$ cat src/rtl/uart_pkg.sv
`default_nettype none
// ============================================================================
//  Module      : uart_pkg
//  Description : Shared constants, FSM encodings and helpers for the UART path
//  Revision    : 1.0  initial release
// ============================================================================
package uart_pkg;

    localparam int PAR_NONE = 0;
    localparam int PAR_ODD  = 1;
    localparam int PAR_EVEN = 2;

    typedef enum logic [2:0] {
        ST_IDLE  = 3'd0,
        ST_START = 3'd1,
        ST_DATA  = 3'd2,
        ST_PAR   = 3'd3,
        ST_STOP  = 3'd4
    } tx_state_t;

    function automatic int clks_per_bit(input int clk_freq, input int baud);
        return clk_freq / baud;
    endfunction

endpackage
`default_nettype wire

$ cat src/rtl/sync_fifo.sv
`default_nettype none
// ============================================================================
//  Module      : sync_fifo
//  Description : Single-clock FIFO with occupancy count; shared by TX and RX
//  Revision    : 1.0  initial release
// ============================================================================
module sync_fifo #(
    parameter int WIDTH = 8,
    parameter int DEPTH = 16
) (
    input  logic                     clk,
    input  logic                     rst,
    input  logic                     i_push,
    input  logic [WIDTH-1:0]         i_data,
    input  logic                     i_pop,
    output logic [WIDTH-1:0]         o_data,
    output logic                     o_full,
    output logic                     o_empty,
    output logic [$clog2(DEPTH):0]   o_count
);

    localparam int c_AW = $clog2(DEPTH);
    localparam int c_CW = c_AW + 1;

    if (DEPTH < 2 || (DEPTH & (DEPTH - 1)) != 0) begin : g_bad_depth
        $error("sync_fifo: DEPTH must be a power of two and at least 2");
    end

    logic [WIDTH-1:0] r_mem [DEPTH];
    logic [c_AW-1:0]  r_wptr;
    logic [c_AW-1:0]  r_rptr;
    logic [c_CW-1:0]  r_count;
    logic             w_push_ok;
    logic             w_pop_ok;

    assign o_full    = (r_count == c_CW'(DEPTH));
    assign o_empty   = (r_count == '0);
    assign o_count   = r_count;
    assign o_data    = r_mem[r_rptr];
    assign w_push_ok = i_push & ~o_full;
    assign w_pop_ok  = i_pop & ~o_empty;

    // Pointer width equals log2(DEPTH), so wrap-around is the natural overflow.
    always_ff @(posedge clk or posedge rst) begin
        if (rst) begin
            r_wptr  <= '0;
            r_rptr  <= '0;
            r_count <= '0;
        end else begin
            if (w_push_ok) r_wptr <= r_wptr + c_AW'(1);
            if (w_pop_ok)  r_rptr <= r_rptr + c_AW'(1);
            if (w_push_ok && !w_pop_ok)      r_count <= r_count + c_CW'(1);
            else if (!w_push_ok && w_pop_ok) r_count <= r_count - c_CW'(1);
        end
    end

    always_ff @(posedge clk) begin
        if (w_push_ok) r_mem[r_wptr] <= i_data;
    end

endmodule
`default_nettype wire

$ cat src/rtl/uart_tx_fifo.sv
`default_nettype none
// ============================================================================
//  Module      : uart_tx_fifo
//  Description : FIFO-buffered UART transmitter with elaboration-time framing
//  Revision    : 1.0  initial release
// ============================================================================
module uart_tx_fifo
    import uart_pkg::*;
#(
    parameter int CLK_FREQ   = 50_000_000,
    parameter int BAUD       = 115200,
    parameter int DATA_BITS  = 8,
    parameter int PARITY     = 0,
    parameter int STOP_BITS  = 1,
    parameter int FIFO_DEPTH = 16
) (
    input  logic                          sys_clk,
    input  logic                          sys_rst,
    input  logic [DATA_BITS-1:0]          tx_data,
    input  logic                          tx_valid,
    output logic                          tx_ready,
    output logic                          uart_txd,
    output logic                          tx_busy,
    output logic [$clog2(FIFO_DEPTH):0]   fifo_count
);

    localparam int c_CPB = clks_per_bit(CLK_FREQ, BAUD);
    localparam int c_BW  = (c_CPB > 2) ? $clog2(c_CPB) : 1;
    localparam int c_CW  = $clog2(FIFO_DEPTH) + 1;

    if (DATA_BITS < 5 || DATA_BITS > 9 || PARITY < 0 || PARITY > 2 ||
        (STOP_BITS != 1 && STOP_BITS != 2) || c_CPB < 2) begin : g_bad_params
        $error("uart_tx_fifo: illegal frame or baud parameters");
    end

    tx_state_t            r_state, w_state_next;
    logic [c_BW-1:0]      r_baud, w_baud_next;
    logic [3:0]           r_bit, w_bit_next;
    logic [DATA_BITS-1:0] r_shift, w_shift_next;
    logic                 r_par, w_par_next;
    logic                 r_txd, w_txd_next;
    logic                 r_busy, w_busy_next;
    logic                 w_baud_tick;
    logic                 w_push, w_pop;
    logic                 w_full, w_empty;
    logic [DATA_BITS-1:0] w_head;
    logic                 w_head_par;
    logic [c_CW-1:0]      w_count_next;

    sync_fifo #(
        .WIDTH (DATA_BITS),
        .DEPTH (FIFO_DEPTH)
    ) u_fifo (
        .clk     (sys_clk),
        .rst     (sys_rst),
        .i_push  (w_push),
        .i_data  (tx_data),
        .i_pop   (w_pop),
        .o_data  (w_head),
        .o_full  (w_full),
        .o_empty (w_empty),
        .o_count (fifo_count)
    );

    assign tx_ready    = ~w_full;
    assign w_push      = tx_valid & ~w_full;
    assign w_baud_tick = (r_baud == c_BW'(c_CPB - 1));
    assign w_head_par  = (PARITY == PAR_ODD) ? ~(^w_head) : (^w_head);
    assign uart_txd    = r_txd;
    assign tx_busy     = r_busy;

    // Next occupancy lets tx_busy be registered in step with the state change.
    always_comb begin
        w_count_next = fifo_count;
        if (w_push && !w_pop)      w_count_next = fifo_count + c_CW'(1);
        else if (!w_push && w_pop) w_count_next = fifo_count - c_CW'(1);
    end

    always_comb begin
        w_state_next = r_state;
        w_baud_next  = w_baud_tick ? '0 : r_baud + c_BW'(1);
        w_bit_next   = r_bit;
        w_shift_next = r_shift;
        w_par_next   = r_par;
        w_txd_next   = r_txd;
        w_pop        = 1'b0;
        case (r_state)
            ST_IDLE: begin
                w_baud_next = '0;
                w_txd_next  = 1'b1;
                if (!w_empty) begin
                    w_pop        = 1'b1;
                    w_shift_next = w_head;
                    w_par_next   = w_head_par;
                    w_state_next = ST_START;
                    w_txd_next   = 1'b0;
                end
            end
            ST_START: begin
                if (w_baud_tick) begin
                    w_state_next = ST_DATA;
                    w_bit_next   = '0;
                    w_txd_next   = r_shift[0];
                end
            end
            ST_DATA: begin
                if (w_baud_tick) begin
                    if (r_bit == 4'(DATA_BITS - 1)) begin
                        if (PARITY != PAR_NONE) begin
                            w_state_next = ST_PAR;
                            w_txd_next   = r_par;
                        end else begin
                            w_state_next = ST_STOP;
                            w_bit_next   = '0;
                            w_txd_next   = 1'b1;
                        end
                    end else begin
                        w_shift_next = r_shift >> 1;
                        w_bit_next   = r_bit + 4'd1;
                        w_txd_next   = r_shift[1];
                    end
                end
            end
            ST_PAR: begin
                if (w_baud_tick) begin
                    w_state_next = ST_STOP;
                    w_bit_next   = '0;
                    w_txd_next   = 1'b1;
                end
            end
            ST_STOP: begin
                if (w_baud_tick) begin
                    if (r_bit == 4'(STOP_BITS - 1)) begin
                        if (!w_empty) begin
                            w_pop        = 1'b1;
                            w_shift_next = w_head;
                            w_par_next   = w_head_par;
                            w_state_next = ST_START;
                            w_txd_next   = 1'b0;
                        end else begin
                            w_state_next = ST_IDLE;
                            w_txd_next   = 1'b1;
                        end
                    end else begin
                        w_bit_next = r_bit + 4'd1;
                    end
                end
            end
            default: begin
                w_state_next = ST_IDLE;
                w_txd_next   = 1'b1;
            end
        endcase
    end

    assign w_busy_next = (w_state_next != ST_IDLE) || (w_count_next != '0);

    always_ff @(posedge sys_clk or posedge sys_rst) begin
        if (sys_rst) begin
            r_state <= ST_IDLE;
            r_baud  <= '0;
            r_bit   <= '0;
            r_shift <= '0;
            r_par   <= 1'b0;
            r_txd   <= 1'b1;
            r_busy  <= 1'b0;
        end else begin
            r_state <= w_state_next;
            r_baud  <= w_baud_next;
            r_bit   <= w_bit_next;
            r_shift <= w_shift_next;
            r_par   <= w_par_next;
            r_txd   <= w_txd_next;
            r_busy  <= w_busy_next;
        end
    end

endmodule
`default_nettype wire

$ cat config.mk
export PLATFORM = sky130hd
export DESIGN_NAME = uart_tx_fifo
export DESIGN_NICKNAME = d
export VERILOG_FILES = /design/src/rtl/uart_pkg.sv /design/src/rtl/sync_fifo.sv /design/src/rtl/uart_tx_fifo.sv
export SDC_FILE = /design/constraint.sdc
export NUM_CORES = 1
export LEC_CHECK = 0
export CAP_MARGIN = 15
export CELL_PAD_IN_SITES_DETAIL_PLACEMENT = 0
export CELL_PAD_IN_SITES_GLOBAL_PLACEMENT = 2
export CORE_ASPECT_RATIO = 1.25
export CORE_MARGIN = 2
export CORE_UTILIZATION = 50
export DETAILED_ROUTE_END_ITERATION = 8
export HOLD_SLACK_MARGIN = 0.1
export PLACE_DENSITY = 0.9
export SLEW_MARGIN = 15
export SYNTH_ARGS = -nofsm -noshare
export SYNTH_HDL_FRONTEND = slang
export SYNTH_SLANG_ARGS = --single-unit
$ cat constraint.sdc
create_clock -name sys_clk -period 4.75 [get_ports sys_clk]
set_input_delay 0.475 -clock sys_clk [delete_from_list [all_inputs] [get_ports sys_clk]]
set_output_delay 0.475 -clock sys_clk [all_outputs]
set_load 0.01 [all_outputs]
# ---- After elaboration in Yosys (flattened, before gate mapping)
# Memory sizes are Yosys's and may differ from the RTL's.
# Index checks and enable logic that the tools add are counted.
dict set report classes {
  add_sub_neg 6
  eq_ne 15
  n_mux 41
  n_bitwise 5
  reduce_logical 21
}
# op n
set ops {}
lappend ops {{$mux W8} 5}
lappend ops {{$pmux W8 S3} 1}
lappend ops {{$mux W3} 7}
lappend ops {{$mux W4} 5}
lappend ops {{$mux W5} 4}
lappend ops {{$mux W9} 2}
lappend ops {{$pmux W3 S5} 1}
lappend ops {{$reduce_and A5 Y1} 3}
lappend ops {{$ne A2 B2 Y1 const B} 7}
lappend ops {{$mux W1} 13}
lappend ops {{$add A4 B1 Y4 const B} 3}
lappend ops {{$pmux W4 S3} 1}
lappend ops {{$add A9 B1 Y9 const B} 1}
lappend ops {{$eq A9 B9 Y1 const B} 1}
lappend ops {{$reduce_bool A3 Y1} 3}
lappend ops {{$eq A3 B2 Y1 const B} 2}
lappend ops {{$add A5 B1 Y5 const B} 1}
lappend ops {{$eq A5 B5 Y1 const B} 1}
lappend ops {{$logic_not A5 Y1} 1}
lappend ops {{$pmux W1 S5} 1}
lappend ops {{$reduce_bool A5 Y1} 1}
lappend ops {{$sub A5 B1 Y5 const B} 1}
lappend ops {{$eq A4 B3 Y1 const B} 1}
lappend ops {{$logic_and A1 B1 Y1} 4}
lappend ops {{12 further kinds} 18}
dict set report totals {
  reg_bits 39
  ramBits 128
  output_inout_bits 8
  wordCells 98
  mem_count 1
}
# name depth word_bits read_ports rd_ports_with_merged_regs write_ports line
set memory_table {}
lappend memory_table {u_fifo.r_mem 16 8 1 0 1 sync_fifo.sv:29} ;# logic [WIDTH-1:0] r_mem [DEPTH];

# ---- Longest topological paths before layout
dict set report logic_depth {
  depth_word 10
  ltp_mapped 10
}

# ---- By module
# A second synthesis with hierarchy kept.
dict set report unflattened {
  hier_cells 498
  area_unflattened_um2 7367.1
}
# module n_inst cells_per_inst area_each_um2
set by_module_without_submodules {}
lappend by_module_without_submodules {sync_fifo 1 323 5774.3}
lappend by_module_without_submodules {uart_tx_fifo 1 175 1592.8}

# ---- Least setup slack after synthesis
# Ideal clock, no wire load.
dict set report synth_timing {
  path_kind {flip-flop to flip-flop}
  startpoint {register r_bit[0]}
  endpoint {register u_fifo.r_count[4], in the netlist u_fifo.o_count[4]}
  setup_ns 0.079
  arrival_ns 2.752
  required_time_ns 4.671
  setup_slack_ns 1.919
  path_stages_with_launch 11
  path_buffers 0
  period_less_slack_ns 2.831
  path_cell_list {dfrtp_1 > inv_1 > ha_1 > or3b_2 > o31ai_2 > and2_1 > inv_2 > ha_1 > or4b_2 > a21oi_1 > xor2_1}
}
dict set report synth_via {
  elab_chain_cells 8
  elab_cells_between_ends 10
  cone_classes {mux (4); bitwise (1); reduce/logical (5)}
}
# element line
set synth_lines {}
lappend synth_lines {{start: declaration} uart_tx_fifo.sv:38} ;# logic [3:0] r_bit, w_bit_next;
lappend synth_lines {{start signal: assignment} uart_tx_fifo.sv:170} ;# r_bit <= w_bit_next;
lappend synth_lines {{$logic_not A4 Y1 (*)} uart_tx_fifo.sv:133} ;# if (r_bit == 4'(STOP_BITS - 1)) begin
lappend synth_lines {{$mux W1 (*)} uart_tx_fifo.sv:133}
lappend synth_lines {{$mux W1 (*)} uart_tx_fifo.sv:132} ;# if (w_baud_tick) begin
lappend synth_lines {{$pmux W1 S2 (*)} uart_tx_fifo.sv:87} ;# case (r_state)
lappend synth_lines {{$and A1 B1 Y1 (*)} sync_fifo.sv:41} ;# assign w_pop_ok = i_pop & ~o_empty;
lappend synth_lines {{$logic_not A1 Y1} sync_fifo.sv:52} ;# if (w_push_ok && !w_pop_ok) r_count <= r_count + c_CW'(1);
lappend synth_lines {{$logic_and A1 B1 Y1} sync_fifo.sv:52}
lappend synth_lines {{$mux W5 or $reduce_bool A2 Y1 (tied branches)} n/a}
lappend synth_lines {{end signal: assignment} sync_fifo.sv:52}
lappend synth_lines {{end signal: assignment} sync_fifo.sv:53} ;# else if (!w_push_ok && w_pop_ok) r_count <= r_count - c_CW'(1);
lappend synth_lines {{end: declaration} sync_fifo.sv:32} ;# logic [c_CW-1:0] r_count;
# Every way passes the cells marked *; elsewhere a longest branch is shown, timed or not.
# A chain may end at the register's enable or synchronous reset.

# ---- Final worst setup path
# Ends and elaborated chain as after synthesis.

==> flow_metrics.tcl <==
set metrics [dict create \
    post-place-ws_ps 1615 \
    peakVddDrop_uv 284.9 \
    ys.flop_type "edfxtp_1" \
    syn-cell-area_um2 7101 \
    whs_ps 474.4 \
    multi_input_area_um2 2113 \
    clkTransAtPathRegs_ps 70 \
    avgSynthCellArea_um2 16.32 \
    grt_first_pass_wirelength_um 21990 \
    hpwl_um 9041 \
    antenna_found_initial 0 \
    numCtsBuffers 17 \
    timing.rr.start "r_bit[0]" \
    dpl.cell_count 616 \
    io_buffer_count 18 \
    setup_tns_ps 0 \
    p_per_area_nw_per_um2 442.7 \
    wl_um 14160 \
    crit_path_top_delay_cell "or4b_2" \
    ff_latch_area_um2 4823 \
    num_vias 3844 \
    io-pin-count 19 \
    first_iter_violations 345 \
    clk_path_buf_depth 2 \
    status "complete, no violations" \
    post_cts_resized 0 \
    reg2reg_depth 11 \
    critPathCaptureType "register" \
    fin_skew_ps 9.988 \
    rsz0062_at_grt "no" \
    die_h_um 137.2 \
    gp_congestion 0.7991 \
    syn_nets 459 \
    synth_warnings 0 \
    core_um2 13870 \
    grt_pass1_vias 3985 \
    cts-root-buf "clkbuf_16" \
    setup_violations 0 \
    cap_violations 0 \
    worst_slew_pin_slew_ps 873.1 \
    htree_num_levels 4 \
    synth-seq-cells 167 \
    p_leak_nw 2.812 \
    grt_max_degree 40 \
    finalCriticalPeriod_ps 3145 \
    max_stage_delay_ps 620 \
    drive_gt1_share_pct 18.39 \
    cp.required_ps 5100 \
    fmax_mhz 317.9 \
    hold_buffers 0 \
    synth_edf_count 128 \
    cp_max_fo 14 \
    clock_latency_ps 430 \
    area_delta_synth_final_pct 13.18 \
    post-route-drc-count 0 \
    detailed_place.area_um2 7467 \
    dieArea_um2 15180 \
    diodes 0 \
    synth-async-reset-ratio_pct 23.35 \
    cpMostUsedCell "ha_1" \
    critPathLaunchType "register" \
    slew_viol_final 0 \
    final_area_um2 8036 \
    yosysUniqueCellTypes 56 \
    layout.nets 484 \
    hold_viol 0 \
    die_w_um 110.6 \
    n_fill_cell 1023 \
    cts_tree "done" \
    crit_chain "inv_1, ha_1, or3b_2, o31ai_2, buf_4, and2_1, inv_2, ha_1, or4b_2, a21oi_1, xor2_1" \
    worst_slack_ps 1605 \
    maxSlewHeadroom_pct 41.58 \
    min_path_type "primary input to async pin" \
    r2r_slack_ps 1600 \
    syn_inst 435 \
    overflow 0 \
    post-route-util_pct 57.93 \
    final_cells 648 \
    viasPerCell 5.932 \
    final_common_cell "edfxtp_1" \
    period_share_pct 66.22 \
    post_drt_wl_per_cell_um 21.85 \
    drtPass1Iterations 4 \
    final_cell_mix "edfxtp_1 (128), dfrtp_1 (36), mux4_2 (32)" \
    synth_seq_area_share_pct 67.89 \
    crit_type "register to register" \
    antenna_left 0 \
    post_cts_buffers 0 \
    crit_arrival_ps 3490 \
    p_total_mw 3.558 \
    row_count 48 \
    start_util_pct 51.18 \
    cts_sinks 167 \
    grt_usage_pct 19.72 \
    r2r-end "u_fifo.o_count[4]" \
]
[cells in the mapped netlist (all sizes together), types with 2 or more instances]
master / instances / area share [%]
or3b: 2 / 0.28
nor3: 4 / 0.28
nand2b: 3 / 0.26
o21ai: 13 / 0.92
and2: 10 / 0.88
nor3b: 3 / 0.32
or2: 3 / 0.26
nand3b: 2 / 0.21
mux4: 32 / 10
nor2: 22 / 1.2
a31oi: 6 / 0.53
mux2: 2 / 0.32
dfrtp: 38 / 13
a21o: 2 / 0.23
clkbuf: 13 / 0.69
a21oi: 6 / 0.42
xor2: 6 / 0.74
nor2b: 3 / 0.26
a211oi: 8 / 0.85
inv: 19 / 1.0
a21boi: 2 / 0.21
nand4: 4 / 0.35
and3: 4 / 0.35
a22o: 16 / 2.0
mux2i: 4 / 0.56
ha: 13 / 2.3
o31ai: 3 / 0.39
xnor2: 12 / 1.5
o211ai: 2 / 0.21
nand4bb: 2 / 0.32
nand3: 7 / 0.49
edfxtp: 128 / 54
buf: 7 / 0.65
nor4: 5 / 0.65
nand2: 15 / 0.79
[layer usage]
layer	share of wire, %	vias to the layer above	global-route usage, %
met5	0	-	0
met4	2.9	0	9.375
met3	4.2	23	4.971
met2	52	87	34.12
met1	41	1979	23.41
li1	-	1755	-
[worst max-delay path by stage]
| stage | startpoint | end | slack (ps) |
|---|---|---|---|
| 2_1_floorplan | r_bit[0] | u_fifo.o_count[4] | 1920 |
| 3_3_place_gp | r_bit[0] | u_fifo.o_count[4] | 1710 |
| 3_5_place_dp | r_bit[0] | u_fifo.o_count[4] | 1610 |
| 4_1_cts | r_bit[0] | u_fifo.o_count[4] | 1590 |
| 5_1_grt | r_bit[0] | u_fifo.o_count[4] | 1450 |
| 6_report | r_bit[0] | u_fifo.o_count[4] | 1600 |
[sequential cells by signal (all words and copies together) (netlist names), 3 cells and up]
| signal | count |
|---|---|
| r_baud | 9 |
| u_fifo.r_wptr | 4 |
| r_state | 3 |
| u_fifo.r_mem | 128 |
| r_shift | 8 |
| u_fifo.r_rptr | 4 |
| r_bit | 4 |
| u_fifo.o_count | 5 |
[critical path: cells and delay by family, from the launching register on]
family | cells | cell delay (ps)
and+or+nand+nor | 3 | 1300
buffers and inverters | 3 | 410
adders and majority gates | 2 | 410
DFF | 1 | 390
AOI/OAI and AO/OA | 2 | 370
xor gates and xnor gates | 1 | 170
[layout make-up]
| type | instances | share of cell area (%) |
|---|---|---|
| clock buffers | 18 | 5.340 |
| clock inverters | 14 | 1.744 |
| inverters | 19 | 0.8874 |
| multi-input cells | 229 | 26.30 |
| flip-flops and latches | 167 | 60.02 |
| well taps | 175 | 2.725 |
| repair buffers | 26 | 2.989 |
[power by group]
part | switching (mW) | total (mW) | leakage (nW) | internal [mW]
sequential | 0.0996 | 1.83 | 1.63 | 1.73
combinational | 0.235 | 0.411 | 0.904 | 0.176
clock | 0.584 | 1.32 | 0.276 | 0.738
total | 0.919 | 3.56 | 2.81 | 2.64
[cell families after synthesis]
family / share of synthesized area, %
muxes: 11.03
and+or+nand+nor: 7.612
DFF: 67.89
buffers and inverters: 2.344
adders and majority gates: 2.291
xor gates and xnor gates: 2.220
AOI/OAI and AO/OA: 6.608
Power figures use the tool's default switching activity.
